### src/rtl/fft_bitrev_reorder.sv
// fft_bitrev_reorder: ping-pong buffer that takes bit-reversed FFT frames and emits them in natural order
module fft_bitrev_reorder #(
   parameter int WIDTH = 14,
   parameter int LOG2N = 3
) (
   input  logic             clk,
   input  logic             rst,
   input  logic             in_valid,
   output logic             in_ready,
   input  logic [WIDTH-1:0] in_real,
   input  logic [WIDTH-1:0] in_imag,
   output logic             out_valid,
   input  logic             out_ready,
   output logic [WIDTH-1:0] out_real,
   output logic [WIDTH-1:0] out_imag,
   output logic             out_last
);
   localparam int N = 1 << LOG2N;
   logic [2*WIDTH-1:0] mem [2][N];
   logic [1:0] full;
   logic wr_sel, rd_sel, wr_en, load_en;
   logic [LOG2N-1:0] wr_cnt, rd_cnt, wr_addr;
   assign wr_addr = {<<{wr_cnt}};
   assign in_ready = !full[wr_sel];
   assign wr_en = in_valid && in_ready;
   assign load_en = full[rd_sel] && (!out_valid || out_ready);
   always_ff @(posedge clk) begin
      if (wr_en) mem[wr_sel][wr_addr] <= {in_real, in_imag};
   end
   // counters wrap to 0 on their own since N is a power of two
   always_ff @(posedge clk or posedge rst) begin
      if (rst) begin
         full      <= '0;
         wr_sel    <= 1'b0;
         rd_sel    <= 1'b0;
         wr_cnt    <= '0;
         rd_cnt    <= '0;
         out_valid <= 1'b0;
         out_last  <= 1'b0;
         out_real  <= '0;
         out_imag  <= '0;
      end else begin
         if (wr_en) begin
            wr_cnt <= wr_cnt + 1'b1;
            if (&wr_cnt) begin
               full[wr_sel] <= 1'b1;
               wr_sel       <= !wr_sel;
            end
         end
         if (load_en) begin
            {out_real, out_imag} <= mem[rd_sel][rd_cnt];
            out_valid <= 1'b1;
            out_last  <= &rd_cnt;
            rd_cnt    <= rd_cnt + 1'b1;
            if (&rd_cnt) begin
               full[rd_sel] <= 1'b0;
               rd_sel       <= !rd_sel;
            end
         end else if (out_ready) out_valid <= 1'b0;
      end
   end
endmodule

### config.mk
export PLATFORM = sky130hd
export DESIGN_NAME = fft_bitrev_reorder
export DESIGN_NICKNAME = d
export VERILOG_FILES = /design/src/rtl/fft_bitrev_reorder.sv
export SDC_FILE = /design/constraint.sdc
export NUM_CORES = 1
export LEC_CHECK = 0
export BUFFER_PORTS_ARGS = -buffer_cell sky130_fd_sc_hd__buf_2
export CELL_PAD_IN_SITES_DETAIL_PLACEMENT = 2
export CELL_PAD_IN_SITES_GLOBAL_PLACEMENT = 2
export CORE_UTILIZATION = 48
export CTS_CLUSTER_DIAMETER = 60
export DETAILED_ROUTE_END_ITERATION = 10
export GPL_ROUTABILITY_DRIVEN = 0
export HOLD_SLACK_MARGIN = 0.1
export PLACE_DENSITY_LB_ADDON = 0.05
export SYNTH_ARGS = -nofsm -noshare
export SYNTH_HDL_FRONTEND = slang
export SYNTH_SLANG_ARGS = --single-unit
### constraint.sdc
create_clock -name clk -period 2.5 [get_ports clk]
set_input_delay 0.75 -clock clk [delete_from_list [all_inputs] [get_ports clk]]
set_output_delay 0.75 -clock clk [all_outputs]
set_load 0.02 [all_outputs]
# [Yosys cells after proc, flatten, opt, wreduce, memory -nomap -nowiden]
# Memories as Yosys holds them, arrays and structs flattened.
# Index checks and enable logic that the tools add are counted.
[totals] in_bits=32 mem_bits_rw=448 wordCells=60 output_inout_bits=31 memories=1 regBits=40
[op_classes] muxes=21 add_sub_neg=2 reduce_logical=15 order_cmp=7 n_bitwise=5
[mem_list] memory="mem" words=2 word_bits=224 rd=1 rd_ports_with_merged_regs=0 wr=1 line_no="19" text="logic [2*WIDTH-1:0] mem [2][N];"
[ops] cell="224-bit 2-to-1 mux" n=1
[ops] cell="28-bit binary-select mux with 3-bit select" n=1
[ops] cell="28-bit demux with 3-bit select" n=1
[ops] cell="28-bit 2-to-1 mux" n=3
[ops] cell="1-bit 2-to-1 mux" n=9
[ops] cell="4-bit greater-or-equal comparator, second input constant" n=2
[ops] cell="2-bit 2-to-1 mux" n=4
[ops] cell="3-bit inverter with 4-bit output" n=2
[ops] cell="4-bit AND reduction" n=2
[ops] cell="3-bit by 1-bit adder with 3-bit output, second input constant" n=2
[ops] cell="3-bit AND reduction" n=2
[ops] cell="1-bit logical AND" n=5
[ops] cell="1-bit logical NOT" n=4
[ops] cell="1-bit by 2-bit < comparator with 1-bit output, second input constant" n=2
[ops] cell="4-bit by 1-bit < comparator with 1-bit output, second input constant" n=1
[ops] cell="2-bit AND" n=1
[ops] cell="1-bit demux with 1-bit select" n=2
[ops] cell="1-bit greater-or-equal comparator, second input constant" n=2
[ops] cell="2-bit inverter" n=1
[ops] cell="2-bit bitwise OR" n=1
[ops] cell="2-bit nonzero test" n=1
[ops] cell="1-bit logical OR" n=1

# [Logic depth before layout (Yosys ltp)]
# Gate-level depths: netlist of the first run.
[logic_depth] word_depth=10 ltp_mapped=7 depth_no_buf=5

# [Worst setup path before layout of the first run]
# Ideal clock, no wire load.
[synth_path] path_kind="in2reg" from="input port in_valid" to="memory mem[0][100] in the netlist's numbering, enable pin" setup_ps=388 t_required_ps=2112 stages=2 path_buffers=0 path_slack_ps=157 arrival_ps=1956 path_cell_list="nor3b_1 -> and3_1"
[synth_between] elab_chain_cells=3
[synth_lines] element="from (decl)" line_no="8" text="input logic in_valid,"
[synth_lines] element="1-bit logical AND" line_no="25" text="assign wr_en = in_valid && in_ready;"
[synth_lines] element="1-bit 2-to-1 mux" line_no="28" text="if (wr_en) mem[wr_sel][wr_addr] <= {in_real, in_imag};"
[synth_lines] element="224-bit 2-to-1 mux (not written as such)" line_no="28"
[synth_lines] element="to (decl)" line_no="19"
# No other way between the ends.

# [Worst setup path in the final report of the first run]
[layout_path] from="register wr_sel" to="output port in_ready"
[layout_between] elab_chain_cells=3
[layout_lines] element="from (decl)" line_no="21" text="logic wr_sel, rd_sel, wr_en, load_en;"
[layout_lines] element="from (signal assigned)" line_no="47" text="wr_sel <= !wr_sel;"
[layout_lines] element="1-bit 2-to-1 mux (not written as such) (2 in a row)" line_no="24" text="assign in_ready = !full[wr_sel];"
[layout_lines] element="1-bit logical NOT" line_no="24"
[layout_lines] element="to (decl)" line_no="9" text="output logic in_ready,"
# No other way between the ends. The select of a mux whose other input is x is not followed.

==> qor.yml, run 1 <==
ys_types: 34
ant_nets: 0
cts_made_buffers: 51
grt_max_degree: 31
hold_buffers: 0
drc: 0
post-place-ws_ns: 0.278
crit_required_ns: 1.75
vdd_ir_drop_max_mv: 0.708
timing.hold.ws_ns: 0.282
async_flop_share_pct: 8.20
synth_area_um2: 18600
outcome: "completed"
clock.fmax_mhz: 427
layout_commonest_cell: "edfxtp_1"
dpl.hpwl_mm: 32.4
min_period_ns: 2.34
final_layout_size_suffix_gt1_share_pct: 24.8
critPathMaxFanout: 6
clockBufferDepth: 3
htreeDepth: 2
relSlewSlack_pct: 27.3
hold_viol_final: 0
antenna_found_initial: 0
cp-start-kind: "register"
vias_per_cell: 6.05
ys_warn_count: 0
nets: 1098
syn_nets: 979
clk_pin_slew_ns: 0.06
num_rows: 71
cts_tree: "done"
synth-seq-cells: 488
leakagePower_nw: 7.33
syn_avg_cell_area_um2: 19.8
syn_inst: 939
grt_usage_pct: 28.5
grt_remaining_overflow: 0
fin_skew_ns: 0.0245
final_cell_mix: "edfxtp_1, mux2i_1, buf_2, mux4_2, clkbuf_16"
drt_first_pass_iters: 4
initial_core_util_pct: 49.1
cts_setup_buffers: 0
drv_slew: 0
coreArea_um2: 37900
cts.repair.resized: 0
grt_pass1_wl_mm: 78.0
power_density_nw_per_um2: 1190
maxCapViolations: 0
tns_ns: 0
period_share_pct: 93.6
ios: 63
insertion_delay_ns: 0.59
post-route-util_pct: 57.0
root_buffer: "clkbuf_16"
wl_per_cell_um: 33.3
ys_seq_area_share_pct: 77.6
cp-end-kind: "primary output"
synth_flop_cell: "edfxtp_1"
die_area_um2: 39600
synth.area.top_cells: "edfxtp_1, mux4_2, mux2i_1, dfrtp_1, a221oi_1"
rsz0062_at_grt: "false"
routed_wl_mm: 53.7
drt_iter0_drc: 622
clock_sinks: 488
worst_slew_pin_slew_ns: 1.09
area_growth_pct: 16.1
dr_total_vias: 9741
grt_pass1_vias: 10880
hp-class: "in -> async"
synth_edf_count: 448
yosysTopAreaCell: "edfxtp_1"
arrival_ns: 1.59
die-width_um: 199
netlist.area_leader.share_pct: 72.2
io_buffers: 62
setup_viol: 0
die-height_um: 199
critPathKind: "reg -> out"
setup_ws_ns: 0.161
power_w: 0.0258
[per-stage QoR]
step	area, um^2	std cells
finish	21600	1611
global placement	19900	1516
global route	21600	1610
detailed placement	19900	1516
CTS	21600	1610
floorplan	18600	939
[final cells by class]
type,instances,area (um^2)
timing repair buffer,119,976
sequential,488,14500
clock inverter,30,380
multi-input combinational,391,3810
antenna,1,2.50
clock buffer,64,1350
fill,3182,16300
inverter,7,26.3
tap,511,639
[where the power goes]
| group | switching, W | total (W) | internal [W] |
|---|---|---|---|
| Combinational | 0.00460 | 0.00749 | 0.00289 |
| Clock | 0.00322 | 0.00796 | 0.00474 |
| Sequential | 0.000562 | 0.0103 | 0.00978 |
[Yosys cell counts (2+ instances only)]
cell	count
xor2_1	2
buf_6	6
ha_1	8
buf_12	4
a21oi_1	28
o21ai_0	3
mux4_2	56
o22ai_1	28
nand2_1	5
o21ai_1	28
and3_1	12
nor2_1	30
a221oi_1	28
mux2i_1	114
dfrtp_1	40
xnor2_1	2
mux2_2	3
and2_1	6
inv_1	7
buf_2	20
edfxtp_1	448
clkbuf_1	13
buf_4	8
a31oi_1	30
[flip-flops by register name, indices dropped and copies added, names as in the netlist]
register / count
mem: 448
out_imag: 14
out_real: 14
rd_cnt: 3
wr_cnt: 3
full: 2
out_last: 1
out_valid: 1
rd_sel: 1
wr_sel: 1
[logic make-up after synthesis]
group	Yosys count	share of synthesized area (%)
buf+inv	60	2.12
simple gates	59	1.53
xor+xnor	4	0.188
flops	488	77.6
fa+ha+maj	8	0.537
mux	173	13.1
compound gates	147	4.98
[worst paths after layout]
kind / startpoint / endpoint / slack [ns] / depth (start not counted)
hold reg to reg: out_real[1] / out_real[1] / 0.54 / 2
hold / removal: rst / out_valid / 0.28 / 2
min in group clk: out_ready / out_valid / 0.39 / 2
setup / recovery: wr_sel / in_ready / 0.16 / 2
setup reg to reg: rd_cnt[0] / out_real[1] / 0.21 / 5
max in group asynchronous: rst / rd_cnt[1] / 1.59 / 3
[critical path, stage by stage (launching register included)]
cell,delay (ns)
dfrtp_1,0.46
mux2i_1,0.33
buf_2,0.23
[metal layers]
layer / global-route usage [%] / part of all wire [%] / vias to the layer above
li1: - / - / 4089
met1: 35.7 / 40 / 5264
met2: 50.7 / 53 / 294
met3: 3.49 / 4.2 / 94
met4: 10.5 / 3.3 / 0
met5: 0 / 0 / -
No activity file was read; power rests on OpenSTA's default activity.
==> run 2, diff against run 1 <==
--- a/config.mk
+++ b/config.mk
@@ -8,7 +8,8 @@
 export BUFFER_PORTS_ARGS = -buffer_cell sky130_fd_sc_hd__buf_2
 export CELL_PAD_IN_SITES_DETAIL_PLACEMENT = 2
 export CELL_PAD_IN_SITES_GLOBAL_PLACEMENT = 2
-export CORE_UTILIZATION = 48
+export CORE_UTILIZATION = 50
+export CTS_BUF_LIST = sky130_fd_sc_hd__clkbuf_4
 export CTS_CLUSTER_DIAMETER = 60
 export DETAILED_ROUTE_END_ITERATION = 10
 export GPL_ROUTABILITY_DRIVEN = 0
==> qor.yml, run 2 (synthesis gave the netlist of run 1 again) <==
tns_ns: 0  # unchanged
fill_cells: 3053  # -4.1%
num_rows: 70  # -1.4%
ant_nets: 0  # unchanged
coreArea_um2: 36600  # -3.5%
clock_sinks: 488  # unchanged
largest_reg_flops: 448  # unchanged
area_growth_pct: 15.6
grt_remaining_overflow: 0  # unchanged
grt_pass1_wl_mm: 86.2  # +11%
critPathMaxFanout: 33  # +27
grt_max_degree: 45  # +45%
path_cells: "buf_12, buf_4, mux4_2, o21ai_1, a31oi_1"
arrival_ns: 3.12  # +1.53 ns
fin_skew_ns: 0.0546  # +0.0301 ns
drc: 0  # unchanged
timing.hold.ws_ns: 0.266  # -0.0162 ns
grt_usage_pct: 32.7  # +4.2 points
outcome: "completed"
drv_slew: 0  # unchanged
vias_per_cell: 6.18  # +2.2%
dpl.hpwl_mm: 35.1  # +8.2%
clk_pin_slew_ns: 0.09  # +0.03 ns
post-route-util_pct: 58.8  # +1.8 points
period_share_pct: 96.6  # +3.0 points
critPathKind: "reg -> reg"
power_density_nw_per_um2: 1180  # -1.4%
cp-end-kind: "register"
maxCapViolations: 0  # unchanged
antenna_found_initial: 3  # +3
root_buffer: "clkbuf_4"
vdd_ir_drop_max_mv: 0.659  # -6.9%
die_area_um2: 38000  # -4.0%
hold_viol_final: 0  # unchanged
ios: 63  # unchanged
hp-class: "in -> reg"
htreeDepth: 3  # +1
slowest_delay_ns: 0.52  # +0.06 ns
crit_required_ns: 3.20  # +1.45 ns
cts_tree: "done"
setup_viol: 0  # unchanged
dr_total_vias: 10575  # +8.6%
final_cell_mix: "edfxtp_1, clkbuf_4, mux2i_1, buf_2, mux4_2"
worst_slew_pin_slew_ns: 1.21  # +0.115 ns
cp-start-kind: "register"
regMostFlops: "mem"
clock.fmax_mhz: 414  # -3.1%
die-height_um: 195  # -2.0%
reg.largest.list: "mem: 448 flops, out_imag: 14 flops, out_real: 14 flops"
insertion_delay_ns: 0.88  # +0.29 ns
layout_commonest_cell: "edfxtp_1"
place_area_um2: 19900  # -0.19%
clockBufferDepth: 3  # unchanged
drt_iter0_drc: 1115  # +79%
drt_first_pass_iters: 5  # +1
die-width_um: 195  # -2.0%
leakagePower_nw: 7.50  # +2.3%
min_period_ns: 2.41  # +0.0752 ns
grt_pass1_vias: 11936  # +9.7%
design_area_um2: 21500  # -0.47%
routed_wl_mm: 60.0  # +12%
final_layout_size_suffix_gt1_share_pct: 33.1  # +8.2 points
crit_slowest_cell: "dfrtp_4"
initial_core_util_pct: 50.9  # +1.8 points
nets: 1173  # +6.8%
relSlewSlack_pct: 19.2  # -8.1 points
cts_made_buffers: 120  # +140%
wl_per_cell_um: 35.1  # +5.3%
power_w: 0.0253  # -1.8%
io_buffers: 62  # unchanged
-- run 2: cell types whose count changed in the layout (fill, tap and decap cells not counted), moves of 2 or more --
cell	delta
clkinv_1	+15
bufinv_16	-9
clkbuf_1	-11
clkinvlp_4	-3
dlygate4sd3_1	+2
clkinv_2	-5
clkbuf_8	-2
clkbuf_4	+199
clkbuf_16	-51
buf_4	+5
inv_2	+3
diode_2	+2
-- run 2: worst max-delay path: cells and delay by family, from the launching register on --
family / cells / cell delay [ns]
muxes: 1 / 0.51
buffers and inverters: 2 / 0.54
DFF: 1 / 0.52
AOI/OAI and AO/OA: 2 / 0.67
-- run 2: cell type report --
class / instances / area (um^2) / area share, %
multi-input cells: 391 / 3810 / 17.7
clock inverters: 30 / 121 / 0.564
well taps: 468 / 586 / 2.72
flip-flops and latches: 488 / 14500 / 67.2
diodes: 3 / 7.51 / 0.0349
repair buffers: 125 / 1030 / 4.78
clock buffers: 199 / 1490 / 6.94
inverters: 7 / 26.3 / 0.122
-- run 2: path summary, 6_finish.rpt --
kind | start | to | slack, ns | cells after the start
min reg2reg | out_last | out_last | 0.55 | 2
max in group asynchronous | rst | out_real[10] | 1.27 | 4
max reg2reg | rd_sel | out_imag[11] | 0.09 | 5
min in group asynchronous | rst | out_imag[6] | 0.56 | 3
max | rd_sel | out_imag[11] | 0.09 | 5
min | in_valid | full[1] | 0.27 | 3
-- run 2: timing repair --
action | CTS | global route
endpoints found under the setup margin | 1 | 1
endpoints found under the hold margin | 20 | 0
resized for setup | 3 | 0
buffers inserted | 1 | 1
hold buffers | 2 | 0
-- run 2: metal layers --
metal	routed length (um)	vias up	GRT usage (%)
met1	23100	5673	40.5
met2	31400	497	56.5
met5	0	-	0
met4	1640	0	12.4
li1	-	4311	-
met3	3940	94	6.86
-- run 2: stage by stage --
stage | worst slack [ns] | instances
floorplan | 0.157 | 939
global placement | 0.118 | 1475
detailed placement | 0.00336 | 1475
CTS | 0.00914 | 1707
global route | -0.00816 | 1711
finish | 0.0856 | 1711
-- run 2: where the power goes --
group	internal [W]	leakage (nW)	switching [W]
Sequential	0.00977	4.49	0.000549
Clock	0.00359	0.972	0.00353
Combinational	0.00295	2.04	0.00492
Total	0.0163	7.50	0.00900
==> run 3, diff against run 2 <==
--- a/config.mk
+++ b/config.mk
@@ -5,16 +5,17 @@
 export SDC_FILE = /design/constraint.sdc
 export NUM_CORES = 1
 export LEC_CHECK = 0
+export ABC_AREA = 1
 export BUFFER_PORTS_ARGS = -buffer_cell sky130_fd_sc_hd__buf_2
 export CELL_PAD_IN_SITES_DETAIL_PLACEMENT = 2
 export CELL_PAD_IN_SITES_GLOBAL_PLACEMENT = 2
-export CORE_UTILIZATION = 50
+export CORE_UTILIZATION = 43
 export CTS_BUF_LIST = sky130_fd_sc_hd__clkbuf_4
 export CTS_CLUSTER_DIAMETER = 60
 export DETAILED_ROUTE_END_ITERATION = 10
 export GPL_ROUTABILITY_DRIVEN = 0
 export HOLD_SLACK_MARGIN = 0.1
-export PLACE_DENSITY_LB_ADDON = 0.05
+export PLACE_DENSITY = 0.86
 export SYNTH_ARGS = -nofsm -noshare
 export SYNTH_HDL_FRONTEND = slang
 export SYNTH_SLANG_ARGS = --single-unit
==> qor.yml, run 3 <==
final_cell_mix: "nand2_1, edfxtp_1, nand3_1, inv_1, clkbuf_4"
grt_max_degree: 112  # +150%
grt_usage_pct: 40.1  # +7.5 points
multi_input_area_um2: 4510  # +18%
reg2reg_slack_ns: -0.03  # -0.12 ns
fin_cells: 2794  # +63%
hp-start: "in_imag[2]"
hold_depth: 1  # -2
clock.fmax_mhz: 378  # -8.7%
insertion_delay_ns: 1.09  # +0.21 ns
holdPathEnd: "mem[0][198]"
dp.cells: 2534  # +72%
grt_use_met3_pct: 9.48  # +2.6 points
p_int_w: 0.0162  # -0.82%
grtUsageMet2_pct: 66.4  # +9.8 points
area_growth_pct: 16.4
routed_wl_mm: 94.4  # +57%
layout_commonest_cell: "nand2_1"
cp-start-kind: "register"
drv_slew: 0  # unchanged
syn_inst: 1899  # +100%
combPwrFrac_pct: 35.7  # +4.6 points
ys_warn_count: 0  # unchanged
synth-seq-cells: 488  # unchanged
die_area_um2: 48400  # +27%
nets: 2121  # +81%
place_area_um2: 21900  # +10%
clock_sinks: 488  # unchanged
synth_flop_cell: "edfxtp_1"
initial_core_util_pct: 43.8  # -7.1 points
path_cells: "nand2_2, o21ai_4, buf_6"
ys_seq_area_share_pct: 70.8  # -6.8 points
antenna_found_initial: 3  # unchanged
timing.hold.ws_ns: 0.0893  # -0.177 ns
timing.rr.end: "mem[1][207]"
async_flop_share_pct: 8.20  # unchanged
arrival_ns: 1.89  # -1.23 ns
grtUsageMet1_pct: 47.4  # +6.9 points
clockBufferDepth: 3  # unchanged
crit_slowest_cell: "dfrtp_2"
cts_made_buffers: 135  # +13%
reg.largest.list: "mem: 448 flops, out_imag: 14 flops, out_real: 14 flops"
leakagePower_nw: 10.0  # +34%
regArea_um2: 14500  # about the same
fill_cells: 4666  # +53%
final_layout_size_suffix_gt1_share_pct: 17.4  # -16 points
synth.area.top_cells: "edfxtp_1, nand2_1, nand3_1, inv_1, dfrtp_1"
yosys-top-cells-count: "nand2_1, edfxtp_1, nand3_1, inv_1, nor2_1"
die-width_um: 220  # +13%
fin_skew_ns: 0.0805  # +0.0259 ns
setup_ws_ns: -0.143  # -0.229 ns
critPathTopFamily: "flip-flops"
num_rows: 79  # +13%
min_period_ns: 2.64  # +0.229 ns
yosysMostFrequentCell: "nand2_1"
rsz0062_at_grt: "true"
ios: 63  # unchanged
p_clk_share_pct: 28.1  # about the same
pwr-share-seq_pct: 36.2  # -4.6 points
netlist.area_leader.share_pct: 65.9  # -6.3 points
synth_edf_count: 448  # unchanged
slowest_delay_ns: 0.49  # -0.03 ns
post-place-ws_ns: 0.178  # +0.174 ns
io_buffers: 62  # unchanged
critPathMaxFanout: 3  # -91%
top_usage_layer: "met2"
p_sw_share_pct: 44.2  # +8.6 points
outcome: "finished with violations"
hold_viol_final: 0  # unchanged
cts_tree: "done"
p_sw_w: 0.0128  # +42%
htreeDepth: 4  # +1
crit_buf_inv: 1  # -1
setup_viol: 15  # +15
synth_area_um2: 20400  # +9.6%
dpl.hpwl_mm: 45.8  # +31%
ant_nets: 0  # unchanged
critPathKind: "reg -> out"
regMostFlops: "mem"
power_density_nw_per_um2: 1220  # +3.7%
worst_slew_pin_slew_ns: 0.687  # -0.519 ns
relSlewSlack_pct: 54.2  # +35 points
crit_required_ns: 1.75  # -1.45 ns
design_area_um2: 23800  # +10%
grt_pass1_wl_mm: 135  # +57%
dr_total_vias: 16764  # +59%
largest_reg_flops: 448  # unchanged
r2r_start: "wr_sel"
drt_first_pass_iters: 5  # unchanged
root_buffer: "clkbuf_4"
yosysTopAreaCell: "edfxtp_1"
vias_per_cell: 6.00  # -2.9%
coreArea_um2: 46700  # +27%
period_share_pct: 106  # +9.2 points
ys_types: 20  # -41%
clk_pin_slew_ns: 0.11  # +0.02 ns
syn_avg_cell_area_um2: 10.8  # -46%
wl_per_cell_um: 33.8  # -3.7%
vdd_ir_drop_max_mv: 0.605  # -8.1%
drc: 0  # unchanged
cp-end-kind: "primary output"
maxCapViolations: 0  # unchanged
grt_pass1_vias: 18692  # +57%
die-height_um: 220  # +13%
violations: "negative setup slack"
hp-class: "in -> reg"
syn_nets: 1939  # +98%
power_w: 0.0290  # +15%
grt_remaining_overflow: 0  # unchanged
r2r_cells: 7  # +2
drt_iter0_drc: 1773  # +59%
==> run 3: power groups by stage <==
stage,Clock (W),Combinational [W],Sequential [W]
floorplan,0,0.00518,0.0104
global placement,0,0.00828,0.0104
detailed placement,0,0.00916,0.0105
CTS,0.00792,0.00988,0.0104
global route,0.00849,0.0107,0.0105
finish,0.00816,0.0103,0.0105
==> run 3: cell type report <==
type,instances,area share (%)
inverter,300,4.77
multi-input combinational,1016,19.0
antenna,6,0.0631
clock buffer,212,6.69
sequential,488,60.8
clock inverter,25,0.421
tap,607,3.19
timing repair buffer,140,5.09
==> run 3: repair_timing <==
action | 4_1_cts | 5_1_grt
endpoints found under the setup margin | 4 | 23
gates resized for setup | 11 | 2
hold buffers | 11 | 0
hold endpoints to repair | 48 | 0
pin swaps | 0 | 2
setup buffers | 2 | 4
==> run 3: worst max path at each step <==
stage	cells after the start	startpoint	to
2_1_floorplan	3	full[0]	mem[0][28]
3_3_place_gp	6	in_valid	mem[1][167]
3_5_place_dp	6	in_valid	mem[1][134]
4_1_cts	2	wr_sel	in_ready
5_1_grt	2	wr_sel	in_ready
6_report	3	wr_sel	in_ready
==> run 3: metrics by stage <==
stage	setup TNS, ns	util, %
after floorplan	-40.07	-
after global placement	0	46.9
after detailed placement	0	46.9
after CTS	-0.0927	50.8
after global routing	-0.149	51.0
final	-0.258	51.0
==> run 3: worst reg2reg max path, stage by stage (launching register included) <==
cell and delay [ns]:
dfrtp_2 0.49, o21ai_4 0.17, buf_4 0.13, nand2_1 0.11
clkinv_1 0.26, nand3_1 0.35, nor2_4 0.42, buf_12 0.26
==> run 3: layer usage <==
metal / vias to the layer above / share of wire [%]
met3: 361 / 8.0
met1: 8641 / 37
met4: 0 / 6.2
met2: 1111 / 49
met5: - / 0
li1: 6651 / -
==> run 3: kinds of logic after synthesis <==
group                    Yosys count  synth area share (%)
XOR/XNOR                           3                 0.129
AND/OR/NAND/NOR                  941                  19.3
AO/OA/AOI/OAI                     64                  1.57
flip-flops                       488                  70.8
adder cells (fa/ha/maj)            8                 0.490
buffers and inverters            395                  7.79
